<file path="config.mk">
export PLATFORM = sky130hd
export DESIGN_NAME = lsu
export DESIGN_NICKNAME = d
export VERILOG_FILES = /design/src/rtl/lsu_pkg.sv /design/src/rtl/lsu_lane_align.sv /design/src/rtl/lsu.sv
export SDC_FILE = /design/constraint.sdc
export NUM_CORES = 1
export LEC_CHECK = 0
export CAP_MARGIN = 0
export CORE_MARGIN = 3
export CORE_UTILIZATION = 25
export DETAILED_ROUTE_END_ITERATION = 12
export PLACE_DENSITY = 0.58
export SYNTH_ARGS = -nofsm -noshare
export SYNTH_HDL_FRONTEND = slang
export SYNTH_SLANG_ARGS = --single-unit
</file>
<file path="constraint.sdc">
create_clock -name clk -period 3.06 [get_ports clk]
set_clock_uncertainty 0.2 [all_clocks]
set_input_delay 0.612 -clock clk [delete_from_list [all_inputs] [get_ports clk]]
set_output_delay 0.612 -clock clk [all_outputs]
set_load 0.02 [all_outputs]
</file>
<file path="src/rtl/lsu_pkg.sv">
// Shared definitions for the load/store unit: width codes, FSM states,
// byte-enable patterns and request legality check.
package lsu_pkg;

    // RV32I funct3 width codes (loads and stores share the low three)
    localparam logic [2:0] F3_B  = 3'b000;
    localparam logic [2:0] F3_H  = 3'b001;
    localparam logic [2:0] F3_W  = 3'b010;
    localparam logic [2:0] F3_BU = 3'b100;
    localparam logic [2:0] F3_HU = 3'b101;

    // Byte-enable patterns for lane 0; shifted by addr[1:0] for sub-word stores
    localparam logic [3:0] BE_BYTE = 4'b0001;
    localparam logic [3:0] BE_HALF = 4'b0011;
    localparam logic [3:0] BE_WORD = 4'b1111;

    typedef enum logic [1:0] {
        IDLE = 2'd0,
        WAIT = 2'd1,
        RESP = 2'd2
    } state_t;

    // Unsupported width code or an address not aligned to the access size
    function automatic logic req_illegal(input logic we, input logic [2:0] f3,
                                         input logic [1:0] lo);
        logic bad_code;
        logic misalign;
        bad_code = we ? (f3 > F3_W) : (f3 == 3'b011 || f3[2:1] == 2'b11);
        case (f3[1:0])
            2'b01:   misalign = lo[0];
            2'b10:   misalign = (lo != 2'b00);
            default: misalign = 1'b0;
        endcase
        return bad_code | misalign;
    endfunction

endpackage

</file>
<file path="src/rtl/lsu_lane_align.sv">
// Byte-lane steering: store data replication with byte enables, and load
// lane extraction with sign/zero extension. Purely combinational.
module lsu_lane_align
    import lsu_pkg::*;
(
    input  logic [1:0]  st_lo,
    input  logic [2:0]  st_f3,
    input  logic [31:0] st_data,
    output logic [31:0] st_wdata,
    output logic [3:0]  st_be,
    input  logic [1:0]  ld_lo,
    input  logic [2:0]  ld_f3,
    input  logic [31:0] ld_word,
    output logic [31:0] ld_data
);

    logic [31:0] ld_sh;

    // Replicate the store operand to every lane it could land in
    always_comb begin
        case (st_f3[1:0])
            2'b00: begin
                st_wdata = {4{st_data[7:0]}};
                st_be    = BE_BYTE << st_lo;
            end
            2'b01: begin
                st_wdata = {2{st_data[15:0]}};
                st_be    = BE_HALF << st_lo;
            end
            default: begin
                st_wdata = st_data;
                st_be    = BE_WORD;
            end
        endcase
    end

    assign ld_sh = ld_word >> {ld_lo, 3'b000};

    // Bring the addressed lane down to bit 0, then extend
    always_comb begin
        case (ld_f3)
            F3_B:    ld_data = {{24{ld_sh[7]}}, ld_sh[7:0]};
            F3_H:    ld_data = {{16{ld_sh[15]}}, ld_sh[15:0]};
            F3_BU:   ld_data = {24'b0, ld_sh[7:0]};
            F3_HU:   ld_data = {16'b0, ld_sh[15:0]};
            default: ld_data = ld_word;
        endcase
    end

endmodule

</file>
<file path="src/rtl/lsu.sv">
// Load/store unit: one blocking transaction on the data-memory port per
// accepted request, with a bounded wait on mem_ack.
module lsu
    import lsu_pkg::*;
#(
    parameter int TIMEOUT = 255
) (
    input  logic        clk,
    input  logic        rst,
    input  logic        req_valid,
    output logic        req_ready,
    input  logic [31:0] req_addr,
    input  logic [31:0] req_wdata,
    input  logic        req_we,
    input  logic [2:0]  req_funct3,
    output logic        resp_valid,
    output logic [31:0] resp_rdata,
    output logic        resp_err,
    output logic        mem_req,
    output logic        mem_we,
    output logic [31:0] mem_addr,
    output logic [31:0] mem_wdata,
    output logic [3:0]  mem_be,
    input  logic        mem_ack,
    input  logic [31:0] mem_rdata
);

    localparam logic [7:0] TMAX = 8'(TIMEOUT - 1);

    state_t      state, state_nx;
    logic [1:0]  lat_lo;
    logic [2:0]  lat_f3;
    logic        lat_we;
    logic [7:0]  cnt;
    logic [31:0] fmt_wdata, ld_data;
    logic [3:0]  fmt_be;
    logic        accept, illegal, timeout_hit;

    assign req_ready   = (state == IDLE);
    assign accept      = req_valid & req_ready;
    assign illegal     = req_illegal(req_we, req_funct3, req_addr[1:0]);
    assign timeout_hit = (cnt == TMAX);

    lsu_lane_align u_align (
        .st_lo    (req_addr[1:0]),
        .st_f3    (req_funct3),
        .st_data  (req_wdata),
        .st_wdata (fmt_wdata),
        .st_be    (fmt_be),
        .ld_lo    (lat_lo),
        .ld_f3    (lat_f3),
        .ld_word  (mem_rdata),
        .ld_data  (ld_data)
    );

    // State register
    always_ff @(posedge clk) begin
        if (rst) state <= IDLE;
        else     state <= state_nx;
    end

    // Next state; ack is checked before timeout so a coincident ack wins
    always_comb begin
        state_nx = state;
        case (state)
            IDLE:    if (accept) state_nx = illegal ? RESP : WAIT;
            WAIT:    if (mem_ack || timeout_hit) state_nx = RESP;
            RESP:    state_nx = IDLE;
            default: state_nx = IDLE;
        endcase
    end

    // Registered memory-port and response outputs plus request latches
    always_ff @(posedge clk) begin
        if (rst) begin
            mem_req    <= 1'b0;
            mem_we     <= 1'b0;
            mem_addr   <= '0;
            mem_wdata  <= '0;
            mem_be     <= '0;
            resp_valid <= 1'b0;
            resp_err   <= 1'b0;
            resp_rdata <= '0;
            lat_lo     <= '0;
            lat_f3     <= '0;
            lat_we     <= 1'b0;
            cnt        <= '0;
        end else begin
            resp_valid <= 1'b0;
            resp_err   <= 1'b0;
            resp_rdata <= '0;
            case (state)
                IDLE: if (accept) begin
                    lat_lo <= req_addr[1:0];
                    lat_f3 <= req_funct3;
                    lat_we <= req_we;
                    cnt    <= '0;
                    if (illegal) begin
                        resp_valid <= 1'b1;
                        resp_err   <= 1'b1;
                    end else begin
                        mem_req   <= 1'b1;
                        mem_we    <= req_we;
                        mem_addr  <= {req_addr[31:2], 2'b00};
                        mem_wdata <= req_we ? fmt_wdata : '0;
                        mem_be    <= req_we ? fmt_be : BE_WORD;
                    end
                end
                WAIT: begin
                    cnt <= cnt + 8'd1;
                    if (mem_ack || timeout_hit) begin
                        mem_req    <= 1'b0;
                        mem_we     <= 1'b0;
                        mem_be     <= '0;
                        resp_valid <= 1'b1;
                        resp_err   <= !mem_ack;
                        resp_rdata <= (mem_ack && !lat_we) ? ld_data : '0;
                    end
                end
                default: ;
            endcase
        end
    end

endmodule

</file>
==> impl_metrics.yaml, run 1 <==
run_status:
  status: "finished clean"
logic_synthesis:
  syn_area_sq_mm: 0.00498
  synth_top_area_share_pct: 47.4
  synth_simple_gate_area_share_pct: 22.5
  synth-adder-area-share_pct: 1.51
  muxShareOfSynthArea_pct: 2.69
  async_reset_ff_share_pct: 0
  synth_top_family_by_area: "simple AND/OR/NAND/NOR gates"
  synth.distinct_cells: 42
  syn_inst: 639
  ys_ff_latch: 118
  synth_seq_area_share_pct: 47.4
  yosys-top-cells-area: "dfxtp_1, nand2_1, a21oi_1"
  synth_edf_count: 0
  ys_warn_count: 0
  syn_area_per_cell_sq_um: 7.80
  synth_top_area_cell: "dfxtp_1"
  ys.flop_type: "dfxtp_1"
  synth_common_cells: "nand2_1, dfxtp_1, a21oi_1"
  synth_most_common_cell: "nand2_1"
  synth_xor_xnor_area_share_pct: 0.176
  synth-compound-area-share_pct: 20.4
die:
  core_sq_mm: 0.0195
  pin_count: 209
  row_count: 51
  die_area_sq_mm: 0.0217
  dieHeight_microns: 147
  initial_core_util_pct: 25.5
  die_w_microns: 147
clocking:
  clk_path_buf_depth: 2
  clk_pin_slew_ns: 0.06
  cts.sinks: 118
  post-cts-setup-buffers: 0
  cts_buffers: 17
  cts_resized: 0
  clk_latency_ns: 0.41
  cts_tree: "done"
  clock-root-buffer: "clkbuf_16"
  postCtsHoldBufs: 0
  htreeDepth: 4
drt:
  routed_wl_mm: 17.3
  drt_iter0_markers: 203
  drt_first_pass_iters: 4
  top_layer_used: "met4"
  wl_met1_mm: 7.69
  post_drt_wl_per_cell_microns: 15.3
  antenna_left: 0
  via_count: 5111
  wl_met3_mm: 1.55
  wl_met2_mm: 7.83
  via_per_inst: 4.54
  drc_errors: 0
final_layout:
  layout-drive-gt1-share_pct: 8.48
  final_nets: 958
  utilization_pct: 41.8
  syn_to_final_growth_pct: 63.6
  antennaDiodeCount: 0
  n_fill_cell: 2018
run:
  drv_cap: 0
setup_path:
  crit_fanout: 31
  r2r_slack_ns: 0.86
  arrival_ns: 2.89
  worstSetupPathType: "primary input to flip-flop"
  crit_path_end: "mem_wdata[28]"
  reg2reg_to: "resp_rdata[19]"
  crit_required_ns: 3.20
  crit_start: "req_funct3[1]"
  regToRegStartpoint: "lat_lo[1]"
  crit_path_start_kind: "primary input"
  r2r_cells: 6
  end_kind: "flip-flop"
power_and_ir_drop:
  power_mw: 4.65
  power.density_mw_per_mm2: 570
  power.leakage_nw: 2.96
  peakVddDrop_v: 0.000384
global_route:
  track_usage_pct: 16.0
  grt-ovfl-total: 0
  antenna_found_initial: 0
  grt_pass1_wl_mm: 27.6
  grt_pass1_vias: 5127
  grt_start_max_net_pins: 33
sta:
  rsz0062_at_grt: "false"
  fmax_mhz: 364
  hold_viol_final: 0
  slew_headroom_pct: 53.2
  fin_crit_ns: 2.75
  worstMarginPinSlew_ns: 0.699
  setup-tns-final_ns: 0
  fin_ws_ns: 0.311
  finalMaxSlewViolations: 0
  hold_slack_ns: 0.248
  fin_crit_sh_pct: 89.8
  setup_viol: 0
min_path:
  holdCritPathClass: "flip-flop to flip-flop"
place:
  pre_cts_ws_ns: -0.0944
  post-dp-hpwl_mm: 12.5
  numPortBuffers: 206
  gp_congestion: 0.806
kinds of logic after synthesis:
group / after synthesis
AOI/OAI and AO/OA: 178
xor gates and xnor gates: 1
buffers and inverters: 65
muxes: 13
other: 1
DFF: 118
and+or+nand+nor: 257
adders and majority gates: 6
placed cells by master (no fill, tap or decap), drive strengths merged, types with 8 or more instances in the layout:
master           n
a22oi            9
clkbuf          20
nand3           19
a21oi          104
nand2          143
clkdlybuf4s50  205
or3             17
mux2i           10
dfxtp          118
nor2            46
a22o             8
buf             35
inv             14
o21ai           32
critical path, stage by stage:
cell             delay [ns]
clkdlybuf4s50_1        0.55
inv_1                  0.10
ha_1                   0.30
o211a_1                0.11
a31oi_1                0.19
nand4_1                0.25
buf_12                 0.24
or3_1                  0.38
a21oi_1                0.14
flip-flops by register name, summed over array words and instances (netlist names), 2 cells and up:
signal	flops
mem_wdata	32
resp_rdata	32
mem_addr	30
cnt	8
mem_be	4
lat_f3	3
lat_lo	2
state	2
metrics by stage:
step	std cells	area, sq um
finish	1126	8150
global route	1126	8150
CTS	1126	8150
detailed placement	1094	7470
global placement	1094	7470
floorplan	640	4990
routing by layer:
layer  vias to the layer above  global-route usage [%]
li1                       2601                       -
met5                         -                       0
met1                      2321                    19.9
met2                       178                    25.5
met4                         0                    4.05
met3                        11                    7.22
where the power goes:
group	internal [mW]	total [mW]	switching [mW]
logic	0.343	0.714	0.371
registers	1.59	1.63	0.0359
clock network	1.57	2.30	0.731
total	3.51	4.65	1.14
how the worst min path moves through the flow:
| stage | end | cells past startpoint | from | slack, ns |
|---|---|---|---|---|
| 4_1_cts | mem_wdata[14] | 2 | mem_wdata[14] | 0.25 |
| 3_5_place_dp | mem_wdata[14] | 2 | mem_wdata[14] | 0.24 |
| 2_1_floorplan | lat_we | 2 | lat_we | 0.24 |
| 3_3_place_gp | mem_wdata[14] | 2 | mem_wdata[14] | 0.24 |
| 5_1_grt | mem_wdata[28] | 2 | mem_wdata[28] | 0.27 |
| 6_report | mem_wdata[14] | 2 | mem_wdata[14] | 0.25 |
layout make-up:
| type | count | area (sq um) | area share, % |
|---|---|---|---|
| Multi-Input combinational cell | 457 | 2360 | 29.0 |
| Sequential cell | 118 | 2360 | 29.0 |
| Timing Repair Buffer | 240 | 2360 | 29.0 |
| Clock buffer | 20 | 457 | 5.60 |
| Tap cell | 265 | 332 | 4.07 |
| Clock inverter | 12 | 224 | 2.75 |
| Inverter | 14 | 52.6 | 0.645 |
Power figures use the tool's default switching activity.
==> run 2, diff against run 1 <==
--- a/config.mk
+++ b/config.mk
@@ -10,6 +10,7 @@
 export CORE_UTILIZATION = 25
 export DETAILED_ROUTE_END_ITERATION = 12
 export PLACE_DENSITY = 0.58
+export SLEW_MARGIN = 25
 export SYNTH_ARGS = -nofsm -noshare
 export SYNTH_HDL_FRONTEND = slang
 export SYNTH_SLANG_ARGS = --single-unit
==> results of run 2 <==
No change in the layout: final DEF, timing and power equal those of run 1.
==> run 3, diff against run 2 <==
--- a/config.mk
+++ b/config.mk
@@ -9,6 +9,7 @@
 export CORE_MARGIN = 3
 export CORE_UTILIZATION = 25
 export DETAILED_ROUTE_END_ITERATION = 12
+export GPL_TIMING_DRIVEN = 0
 export PLACE_DENSITY = 0.58
 export SLEW_MARGIN = 25
 export SYNTH_ARGS = -nofsm -noshare
==> run 3 against run 2 <==
Routed wire length rose by 5.2%; fmax fell by 5.6%; sequential share of layout area rose by 0.55 points; combinational power fell by 0.6%; flip-flop and latch count did not move; final cell count rose by 1.2%; die area did not move; highest routed layer unchanged.
==> impl_metrics.yaml, run 3 (synthesis gave the netlist of run 1 again) <==
global_route:
  grt_start_max_net_pins: 17
  grt-ovfl-total: 0
  track_usage_pct: 16.6
  grt_pass1_wl_mm: 28.4
  antenna_found_initial: 0
  grt_pass1_vias: 5139
place:
  gp_congestion: 0.807
  numPortBuffers: 204
  pre_cts_ws_ns: -0.637
  post-dp-hpwl_mm: 13.8
drt:
  antenna_left: 0
  via_per_inst: 4.62
  drt_iter0_markers: 166
  routed_wl_mm: 18.1
  drt_first_pass_iters: 4
  drc_errors: 0
  post_drt_wl_per_cell_microns: 15.9
  via_count: 5262
final_layout:
  antennaDiodeCount: 0
  regArea_sq_mm: 0.00236
  final_nets: 972
  multi_input_area_sq_mm: 0.00238
  final_common_cell: "clkdlybuf4s50_1"
  reg.largest.list: "mem_wdata x32, resp_rdata x32, mem_addr x30"
  syn_to_final_growth_pct: 60.5
  n_fill_cell: 2032
  utilization_pct: 41.0
  layout_common_cells: "clkdlybuf4s50_1, nand2_1, dfxtp_1, a21oi_1, nor2_1"
  layout-drive-gt1-share_pct: 6.86
setup_path:
  regToRegStartpoint: "lat_lo[1]"
  worstSetupPathType: "primary input to flip-flop"
  end_kind: "flip-flop"
  crit_start: "req_funct3[0]"
  r2r_cells: 5
  r2r_slack_ns: 0.76
  crit_fanout: 10
  reg2reg_to: "resp_rdata[2]"
  crit_path_end: "mem_wdata[23]"
  crit_required_ns: 3.16
  arrival_ns: 3.01
  crit_path_start_kind: "primary input"
sta:
  hold_viol_final: 0
  setup_viol: 0
  fin_crit_ns: 2.91
  rsz0062_at_grt: "false"
  slew_headroom_pct: 45.6
  fmax_mhz: 343
  worstMarginPinSlew_ns: 0.812
  fin_ws_ns: 0.149
  finalMaxSlewViolations: 0
  hold_slack_ns: 0.250
  setup-tns-final_ns: 0
  fin_crit_sh_pct: 95.1
run_status:
  status: "finished clean"
clocking:
  clk_pin_slew_ns: 0.06
  cts.sinks: 118
  postCtsHoldBufs: 0
  clk_path_buf_depth: 2
  cts_buffers: 17
  cts_tree: "done"
  clock-root-buffer: "clkbuf_16"
  clk_latency_ns: 0.41
  htreeDepth: 4
power_and_ir_drop:
  power.density_mw_per_mm2: 547
  power.leakage_nw: 2.85
  peakVddDrop_v: 0.000367
  power_mw: 4.38
run:
  drv_cap: 0
die:
  row_count: 51
  core_sq_mm: 0.0195
  dieHeight_microns: 147
  pin_count: 209
  die_area_sq_mm: 0.0217
  initial_core_util_pct: 25.5
  die_w_microns: 147
min_path:
  holdCritPathClass: "flip-flop to flip-flop"
==> run 3: cell types whose count changed in the layout (fill, tap and decap cells not counted), moves of 2 or more <==
cell / delta
buf_1: +4
buf_12: -4
buf_2: +5
buf_4: -27
bufinv_16: -3
clkbuf_1: +27
clkbuf_2: +9
clkbuf_8: -2
clkdlybuf4s50_1: -2
clkinvlp_4: +4
inv_6: +2
==> run 3: report_power, final <==
part	internal, mW	total (mW)	switching, mW
sequential	1.59	1.63	0.0317
combinational	0.322	0.710	0.388
clock	1.29	2.04	0.756
==> run 3: worst min path at each step <==
stage | startpoint | end | slack [ns] | cells past startpoint
after floorplan | lat_we | lat_we | 0.24 | 2
final | mem_wdata[11] | mem_wdata[11] | 0.25 | 2
after global placement | mem_wdata[7] | mem_wdata[7] | 0.24 | 2
after global routing | mem_wdata[11] | mem_wdata[11] | 0.27 | 2
after detailed placement | mem_wdata[21] | mem_wdata[21] | 0.24 | 2
after CTS | mem_wdata[11] | mem_wdata[11] | 0.25 | 2
==> run 3: repair_timing <==
action | CTS | global route
setup endpoints to repair | 66 | 65
pin swaps | 0 | 1
gates resized for setup | 7 | 19
buffers inserted | 0 | 1
==> run 3: final cells by class <==
| cell class | count | share of cell area, % |
|---|---|---|
| timing repair buffer | 205 | 25.6 |
| clock buffer | 18 | 5.36 |
| sequential | 118 | 29.5 |
| multi-input combinational | 457 | 29.7 |
| clock inverter | 14 | 2.21 |
| inverter | 14 | 0.657 |
| tap | 265 | 4.14 |
| buffer | 49 | 2.72 |
==> run 3: per-layer routing <==
metal / GRT usage [%] / vias up / share of wire [%] / wire length (microns)
met5: 0 / - / 0 / 0
met1: 20.9 / 2421 / 44 / 8010
met4: 4.85 / 0 / 1.5 / 274
met2: 26.0 / 189 / 45 / 8250
met3: 6.94 / 17 / 8.9 / 1620
li1: - / 2635 / - / -
==> run 3: worst max-delay path, stage by stage <==
cell	delay, ns
clkdlybuf4s50_1	0.55
inv_1	0.09
ha_1	0.24
o211a_1	0.24
a31oi_2	0.26
and4_2	0.39
buf_2	0.27
nor3b_1	0.08
a221o_1	0.27
==> run 3: metrics by stage <==
step                instance area, sq um  instances
floorplan                           4990        640
global placement                    7360       1109
detailed placement                  7360       1109
CTS                                 7980       1140
global route                        8000       1140
finish                              8000       1140
